`src/rtl/fp_divider_seq.sv`:
```
// fp_divider_seq: sequential IEEE-754 single-precision divider using restoring mantissa division.
// Define FPDIV_INEXACT_EN to add the inexact output.
module fp_divider_seq #(
   parameter int BITS_PER_CYCLE = 1
) (
   input  logic        clk,
   input  logic        reset,
   input  logic        start,
   input  logic [31:0] a,
   input  logic [31:0] b,
   output logic        busy,
   output logic        done,
   output logic [31:0] quotient,
   output logic        overflow,
   output logic        underflow,
   output logic        infinity,
   output logic        NAN,
   output logic        div_by_zero
`ifdef FPDIV_INEXACT_EN
   ,
   output logic        inexact
`endif
);

   localparam int         DIV_CYCLES = 26 / BITS_PER_CYCLE;
   localparam logic [4:0] CNT_LAST   = 5'(DIV_CYCLES - 1);

   typedef enum logic [2:0] {S_IDLE, S_UNPACK, S_DIVIDE, S_NORMALIZE, S_PACK} state_t;
   typedef enum logic [2:0] {SP_NONE, SP_NAN, SP_INF, SP_DBZ, SP_ZERO} spec_t;

   state_t            state_q;
   spec_t             spec_q, spec_d;
   logic [31:0]       a_q, b_q;
   logic              sign_q;
   logic [7:0]        ea_q, eb_q;
   logic [23:0]       mb_q, ma_d, mb_d;
   logic [25:0]       rem_q, rem_d, quo_q, quo_d;
   logic [24:0]       mant_q;
   logic [4:0]        cnt_q;
   logic signed [9:0] exp_q, exp_d, exp_r;
   logic              sticky_q;
   logic              busy_q, done_q, ovf_q, unf_q, inf_q, nan_q, dbz_q;
   logic [31:0]       quotient_q;
   logic              a_nan, a_inf, a_zero, b_nan, b_inf, b_zero;
   logic              g, r, rnd_up, ovf, unf;
   logic [23:0]       frac_sum;

   // Operand classification; denormals count as zero.
   always_comb begin
      a_nan  = (a_q[30:23] == 8'hFF) && (a_q[22:0] != 23'd0);
      a_inf  = (a_q[30:23] == 8'hFF) && (a_q[22:0] == 23'd0);
      a_zero = (a_q[30:23] == 8'h00);
      b_nan  = (b_q[30:23] == 8'hFF) && (b_q[22:0] != 23'd0);
      b_inf  = (b_q[30:23] == 8'hFF) && (b_q[22:0] == 23'd0);
      b_zero = (b_q[30:23] == 8'h00);
      ma_d   = a_zero ? 24'd0 : {1'b1, a_q[22:0]};
      mb_d   = b_zero ? 24'd0 : {1'b1, b_q[22:0]};
      spec_d = SP_NONE;
      if (a_nan || b_nan || (a_zero && b_zero) || (a_inf && b_inf)) spec_d = SP_NAN;
      else if (a_inf)           spec_d = SP_INF;
      else if (b_zero)          spec_d = SP_DBZ;
      else if (b_inf || a_zero) spec_d = SP_ZERO;
   end

   // Restoring steps; the partial remainder stays below 2*mb so 26 bits suffice.
   always_comb begin
      rem_d = rem_q;
      quo_d = quo_q;
      for (int i = 0; i < BITS_PER_CYCLE; i++) begin
         if (rem_d >= {2'b00, mb_q}) begin
            rem_d = (rem_d - {2'b00, mb_q}) << 1;
            quo_d = {quo_d[24:0], 1'b1};
         end else begin
            rem_d = rem_d << 1;
            quo_d = {quo_d[24:0], 1'b0};
         end
      end
   end

   assign exp_d = $signed({2'b00, ea_q}) - $signed({2'b00, eb_q}) + 10'sd127;

   // mant_q holds the fraction below the hidden 1, then guard and round.
   always_comb begin
      g        = mant_q[1];
      r        = mant_q[0];
      rnd_up   = g & (r | sticky_q | mant_q[2]);
      frac_sum = {1'b0, mant_q[24:2]} + {23'd0, rnd_up};
      exp_r    = exp_q + $signed({9'd0, frac_sum[23]});
      ovf      = (exp_r >= 10'sd255);
      unf      = (exp_r <= 10'sd0);
   end

`ifdef FPDIV_INEXACT_EN
   logic inx_q;
   assign inexact = inx_q;
`endif

   always_ff @(posedge clk) begin
      if (!reset) begin
         state_q    <= S_IDLE;
         spec_q     <= SP_NONE;
         a_q        <= '0;
         b_q        <= '0;
         sign_q     <= 1'b0;
         ea_q       <= '0;
         eb_q       <= '0;
         mb_q       <= '0;
         rem_q      <= '0;
         quo_q      <= '0;
         mant_q     <= '0;
         cnt_q      <= '0;
         exp_q      <= '0;
         sticky_q   <= 1'b0;
         busy_q     <= 1'b0;
         done_q     <= 1'b0;
         quotient_q <= '0;
         ovf_q      <= 1'b0;
         unf_q      <= 1'b0;
         inf_q      <= 1'b0;
         nan_q      <= 1'b0;
         dbz_q      <= 1'b0;
`ifdef FPDIV_INEXACT_EN
         inx_q      <= 1'b0;
`endif
      end else begin
         done_q <= 1'b0;
         case (state_q)
            S_IDLE: if (start) begin
               a_q     <= a;
               b_q     <= b;
               ovf_q   <= 1'b0;
               unf_q   <= 1'b0;
               inf_q   <= 1'b0;
               nan_q   <= 1'b0;
               dbz_q   <= 1'b0;
`ifdef FPDIV_INEXACT_EN
               inx_q   <= 1'b0;
`endif
               state_q <= S_UNPACK;
            end
            S_UNPACK: begin
               sign_q  <= a_q[31] ^ b_q[31];
               ea_q    <= a_q[30:23];
               eb_q    <= b_q[30:23];
               mb_q    <= mb_d;
               rem_q   <= {2'b00, ma_d};
               quo_q   <= '0;
               cnt_q   <= CNT_LAST;
               spec_q  <= spec_d;
               busy_q  <= 1'b1;
               state_q <= S_DIVIDE;
            end
            S_DIVIDE: begin
               rem_q <= rem_d;
               quo_q <= quo_d;
               cnt_q <= cnt_q - 5'd1;
               if (cnt_q == 5'd0) state_q <= S_NORMALIZE;
            end
            S_NORMALIZE: begin
               sticky_q <= |rem_q;
               if (quo_q[25]) begin
                  mant_q <= quo_q[24:0];
                  exp_q  <= exp_d;
               end else begin
                  mant_q <= {quo_q[23:0], 1'b0};
                  exp_q  <= exp_d - 10'sd1;
               end
               state_q <= S_PACK;
            end
            S_PACK: begin
               case (spec_q)
                  SP_NAN:  begin quotient_q <= 32'h7FC0_0000;          nan_q <= 1'b1; end
                  SP_INF:  begin quotient_q <= {sign_q, 8'hFF, 23'd0}; inf_q <= 1'b1; end
                  SP_DBZ:  begin
                     quotient_q <= {sign_q, 8'hFF, 23'd0};
                     inf_q      <= 1'b1;
                     dbz_q      <= 1'b1;
                  end
                  SP_ZERO: quotient_q <= {sign_q, 31'd0};
                  default: begin
                     if (ovf) begin
                        quotient_q <= {sign_q, 8'hFF, 23'd0};
                        ovf_q      <= 1'b1;
                        inf_q      <= 1'b1;
                     end else if (unf) begin
                        quotient_q <= {sign_q, 31'd0};
                        unf_q      <= 1'b1;
                     end else begin
                        quotient_q <= {sign_q, exp_r[7:0], frac_sum[22:0]};
                     end
`ifdef FPDIV_INEXACT_EN
                     inx_q <= g | r | sticky_q | ovf | unf;
`endif
                  end
               endcase
               done_q  <= 1'b1;
               busy_q  <= 1'b0;
               state_q <= S_IDLE;
            end
            default: state_q <= S_IDLE;
         endcase
      end
   end

   assign busy        = busy_q;
   assign done        = done_q;
   assign quotient    = quotient_q;
   assign overflow    = ovf_q;
   assign underflow   = unf_q;
   assign infinity    = inf_q;
   assign NAN         = nan_q;
   assign div_by_zero = dbz_q;

endmodule

```
`config.mk`:
```
export PLATFORM = sky130hd
export DESIGN_NAME = fp_divider_seq
export DESIGN_NICKNAME = d
export VERILOG_FILES = /design/src/rtl/fp_divider_seq.sv
export SDC_FILE = /design/constraint.sdc
export NUM_CORES = 1
export LEC_CHECK = 0
export BUFFER_PORTS_ARGS = -buffer_cell sky130_fd_sc_hd__buf_2
export CORE_ASPECT_RATIO = 1.1
export CORE_MARGIN = 4
export CORE_UTILIZATION = 30
export CTS_CLUSTER_DIAMETER = 150
export DETAILED_ROUTE_END_ITERATION = 10
export HOLD_SLACK_MARGIN = 0.12
export PLACE_DENSITY_LB_ADDON = 0.05
export SETUP_SLACK_MARGIN = 0.1
export SYNTH_ARGS = -nofsm -noshare
export SYNTH_HDL_FRONTEND = slang
export SYNTH_SLANG_ARGS = --single-unit
```
`constraint.sdc`:
```
create_clock -name clk -period 3.75 [get_ports clk]
set_clock_uncertainty 0.1 [all_clocks]
set_input_delay 0.75 -clock clk [delete_from_list [all_inputs] [get_ports clk]]
set_output_delay 0.75 -clock clk [all_outputs]
set_load 0.1 [all_outputs]
```
==> reports/metrics.csv <==
metric,value,unit
syn_nets,1630,
met2 usage,28.2,%
number of port buffers,105,
main flop type after synthesis,dfxtp_1,
outcome,"complete, no violations",
# fillers,4308,
Inserted Diodes,0,
r2r endpoint,rem_q[17],
layout cells sized above 1,13.0,%
Sw Ratio,32.9,%
Final Hold Vio Count,0,
core area,39500,sq um
critical path class,register to register,
full die area,43500,sq um
clk_lat worst skew,0.56,ns
Worst setup SP type,register,
Mapped Avg Cell Area,7.93,sq um
synth cell count leaders,"nand2_1 (264), dfxtp_1 (243), a21oi_1 (175)",
max-cap violations,0,
met1 Use GR,22.1,%
setup violators final,0,
Root Buffer,clkbuf_16,
CTS tree,done,
largest net degree at the start of global routing,159,
sequential area share after synthesis,40.3,%
Power per Cell Area,542,nW/um^2
clock network power share,36.0,%
DR WL/cell,17.1,um
Die Wd,199,um
Hold Path End,b_q[20],
area grow syn2layout,16.6,%
multiplexer share of the synthesized area,3.32,%
Worst VDD drop,0.424,mV
Comb power frac,26.5,%
initial antenna violation count,0,
number of global-route vias before repair,10400,
Slew Limit Fails,0,
Yosys cell types,73,
first-pass GRT wire length,58500,um
Slew @ Worst Pin,1.11,ns
DP HPWL,25200,um
GPL Wtd Cong,0.820,
Post-DP Area,13100,sq um
Leak Pwr,5.19,nW
Worst path max stage delay,0.75,ns
CP Capture Type,register,
crit-path cells,"inv_1, ha_1, fa_1, nor2b_1, o31a_1, o32ai_2, o211ai_1, a21oi_1, a32o_2, nor4_1, a2111oi_1",
Worst Hold Class,input port to register,
DIE HEIGHT,218,um
H-tree levels,1,
top-count cell post-synth,nand2_1,
Seq cells post-synth,243,
starting density of the core,30.6,%
DRT Wirelength,36100,um
First DRT Iteration DRCs,539,
Slew headroom,25.9,%
Mapped Cells,1521,
CP Buf/Inv Count,1,
Mapped Area,12100,sq um
Routed Antenna Nets,0,
synth warn,0,
top-area cell type share of the netlist area,40.3,%
Reg2Reg Depth,11,
fin crit period,3.36,ns
setup tns final,0,ns
internal power,5.12,mW
r2r startpoint,rem_q[0],
Max Fanout on Critical Path,30,
Max Clock Freq,0.297,GHz
hold buffers post-CTS,0,
post-synthesis xor/xnor area fraction,4.71,%
DR pass1 iterations,5,
Nets,1690,
cell taking the most area after synthesis,dfxtp_1,
Worst-path clk slew,0.06,ns
DR vias/cell,5.05,
io pins,106,
total track usage,16.5,%
internal reg-to-reg setup slack,0.39,ns
met3 GRT Util,2.08,%
min-delay src,b[20],
simple-gate share of the synthesized area,21.7,%
final worst path period share,89.7,%
Clock Path Buffers,3,
# rows,76,
vias,10700,
largest cells by area after synthesis,"dfxtp_1 (40%), nand2_1 (8.2%), a21oi_1 (7.3%)",
Synth Area in Adders,4.48,%
worst hold stages,3,
Num CTS Buffers,29,
global route overflow,0,
GRT busiest layer,met2,
total power,7.63,mW
Critical-path top delay cell,a32o_2,
compound-gate portion of the synthesized area,20.5,%
sequential share of power,37.4,%
Worst path top cell family by delay,compound AO/OA/AOI/OAI gates,
Residual DRC,0,
Worst Path Arrival,3.70,ns
CTS sink count,243,
Final Cell Area,14100,sq um
sw power,2.51,mW
CP Data Required Time,4.09,ns
ys async rst share,0,%
largest family of logic cells by synthesized area,simple AND/OR/NAND/NOR gates,
RSZ-0062 raised after global routing,no,
number of synthesized flops with an enable pin,0,
==> through the flow <==
| stage | setup slack, ns | cells | hold slack [ns] | utilization (%) |
|---|---|---|---|---|
| floorplan | 0.523 | 1521 | 0.332 | - |
| global placement | 0.217 | 2056 | 0.331 | 33.1 |
| detailed placement | 0.117 | 2056 | 0.339 | 33.1 |
| CTS | 0.111 | 2109 | 0.298 | 35.5 |
| global route | 0.106 | 2110 | 0.310 | 35.6 |
| finish | 0.388 | 2110 | 0.333 | 35.6 |
==> how the worst max path moves through the flow <==
stage	start	endpoint	slack, ns	depth (start not counted)
after global placement	mant_q[9]	quotient[30]	0.22	14
after global routing	mant_q[9]	quotient[15]	0.11	15
after floorplan	mant_q[8]	quotient[22]	0.52	15
after detailed placement	mant_q[9]	quotient[30]	0.12	15
after CTS	mant_q[9]	quotient[17]	0.11	16
final	rem_q[0]	rem_q[17]	0.39	11
==> state kept, by name, summed over array words and instances, names as in the netlist <==
name,cells
eb_q,8
ea_q,8
sign_q,1
b_q,32
state_q,3
mb_q,24
spec_q,3
quo_q,26
cnt_q,5
overflow,1
sticky_q,1
infinity,1
div_by_zero,1
quotient,32
NAN,1
rem_q,26
mant_q,25
busy,1
done,1
a_q,32
exp_q,10
underflow,1
==> layer usage <==
| metal | up-vias | part of all wire, % |
|---|---|---|
| li1 | 5481 | - |
| met1 | 4941 | 47 |
| met2 | 196 | 47 |
| met3 | 40 | 3.5 |
| met4 | 0 | 2.0 |
| met5 | - | 0 |
==> layout make-up <==
cell class / instances / area (sq um) / share of cell area (%)
multi-input combinational: 1124 / 6660 / 47.4
sequential: 243 / 4860 / 34.6
clock buffer: 40 / 867 / 6.17
timing repair buffer: 127 / 744 / 5.30
tap: 507 / 634 / 4.51
inverter: 56 / 215 / 1.53
clock inverter: 13 / 76.3 / 0.543
==> cell families (layout without fill, tap and decap cells) <==
family,Yosys count,count (layout)
XOR/XNOR,64,64
AND/OR/NAND/NOR,585,585
flip-flops,243,243
AO/OA/AOI/OAI,393,393
buffers and inverters,154,236
adder cells (fa/ha/maj),42,42
multiplexers,40,40
==> tightest hold or removal path, delay by kind of cell <==
| kind | cells | cell delay, ns |
|---|---|---|
| AO/OA/AOI/OAI | 1 | 0.05 |
| buffers and inverters | 1 | 0.09 |
| AND/OR/NAND/NOR | 1 | 0.04 |
==> layout by cell type, fill, tap and decap left out, types with 34 or more instances in the layout <==
master	netlist	routed
dfxtp_1	243	243
buf_2	1	105
o21ai_0	56	54
nor2_1	125	121
inv_1	56	55
nand2_1	264	264
mux2i_1	40	40
ha_1	40	40
xnor2_1	38	38
a21oi_1	175	175
a211oi_1	34	34
nand3_1	66	64
==> what timing repair did <==
action | in CTS | in global routing
hold endpoints to repair | 0 | 0
buffers inserted | 0 | 1
setup endpoints to repair | 1 | 34
gates resized for setup | 1 | 12
pin swaps | 0 | 1
==> power groups by stage <==
stage / logic [mW] / clock network, mW / registers [mW]
after floorplan: 1.57 / 0 / 2.87
after global placement: 2.04 / 0 / 2.91
after detailed placement: 2.04 / 0 / 2.91
after CTS: 2.05 / 2.85 / 2.85
after global routing: 2.27 / 2.97 / 2.88
final: 2.02 / 2.75 / 2.85
Power figures use the tool's default switching activity.
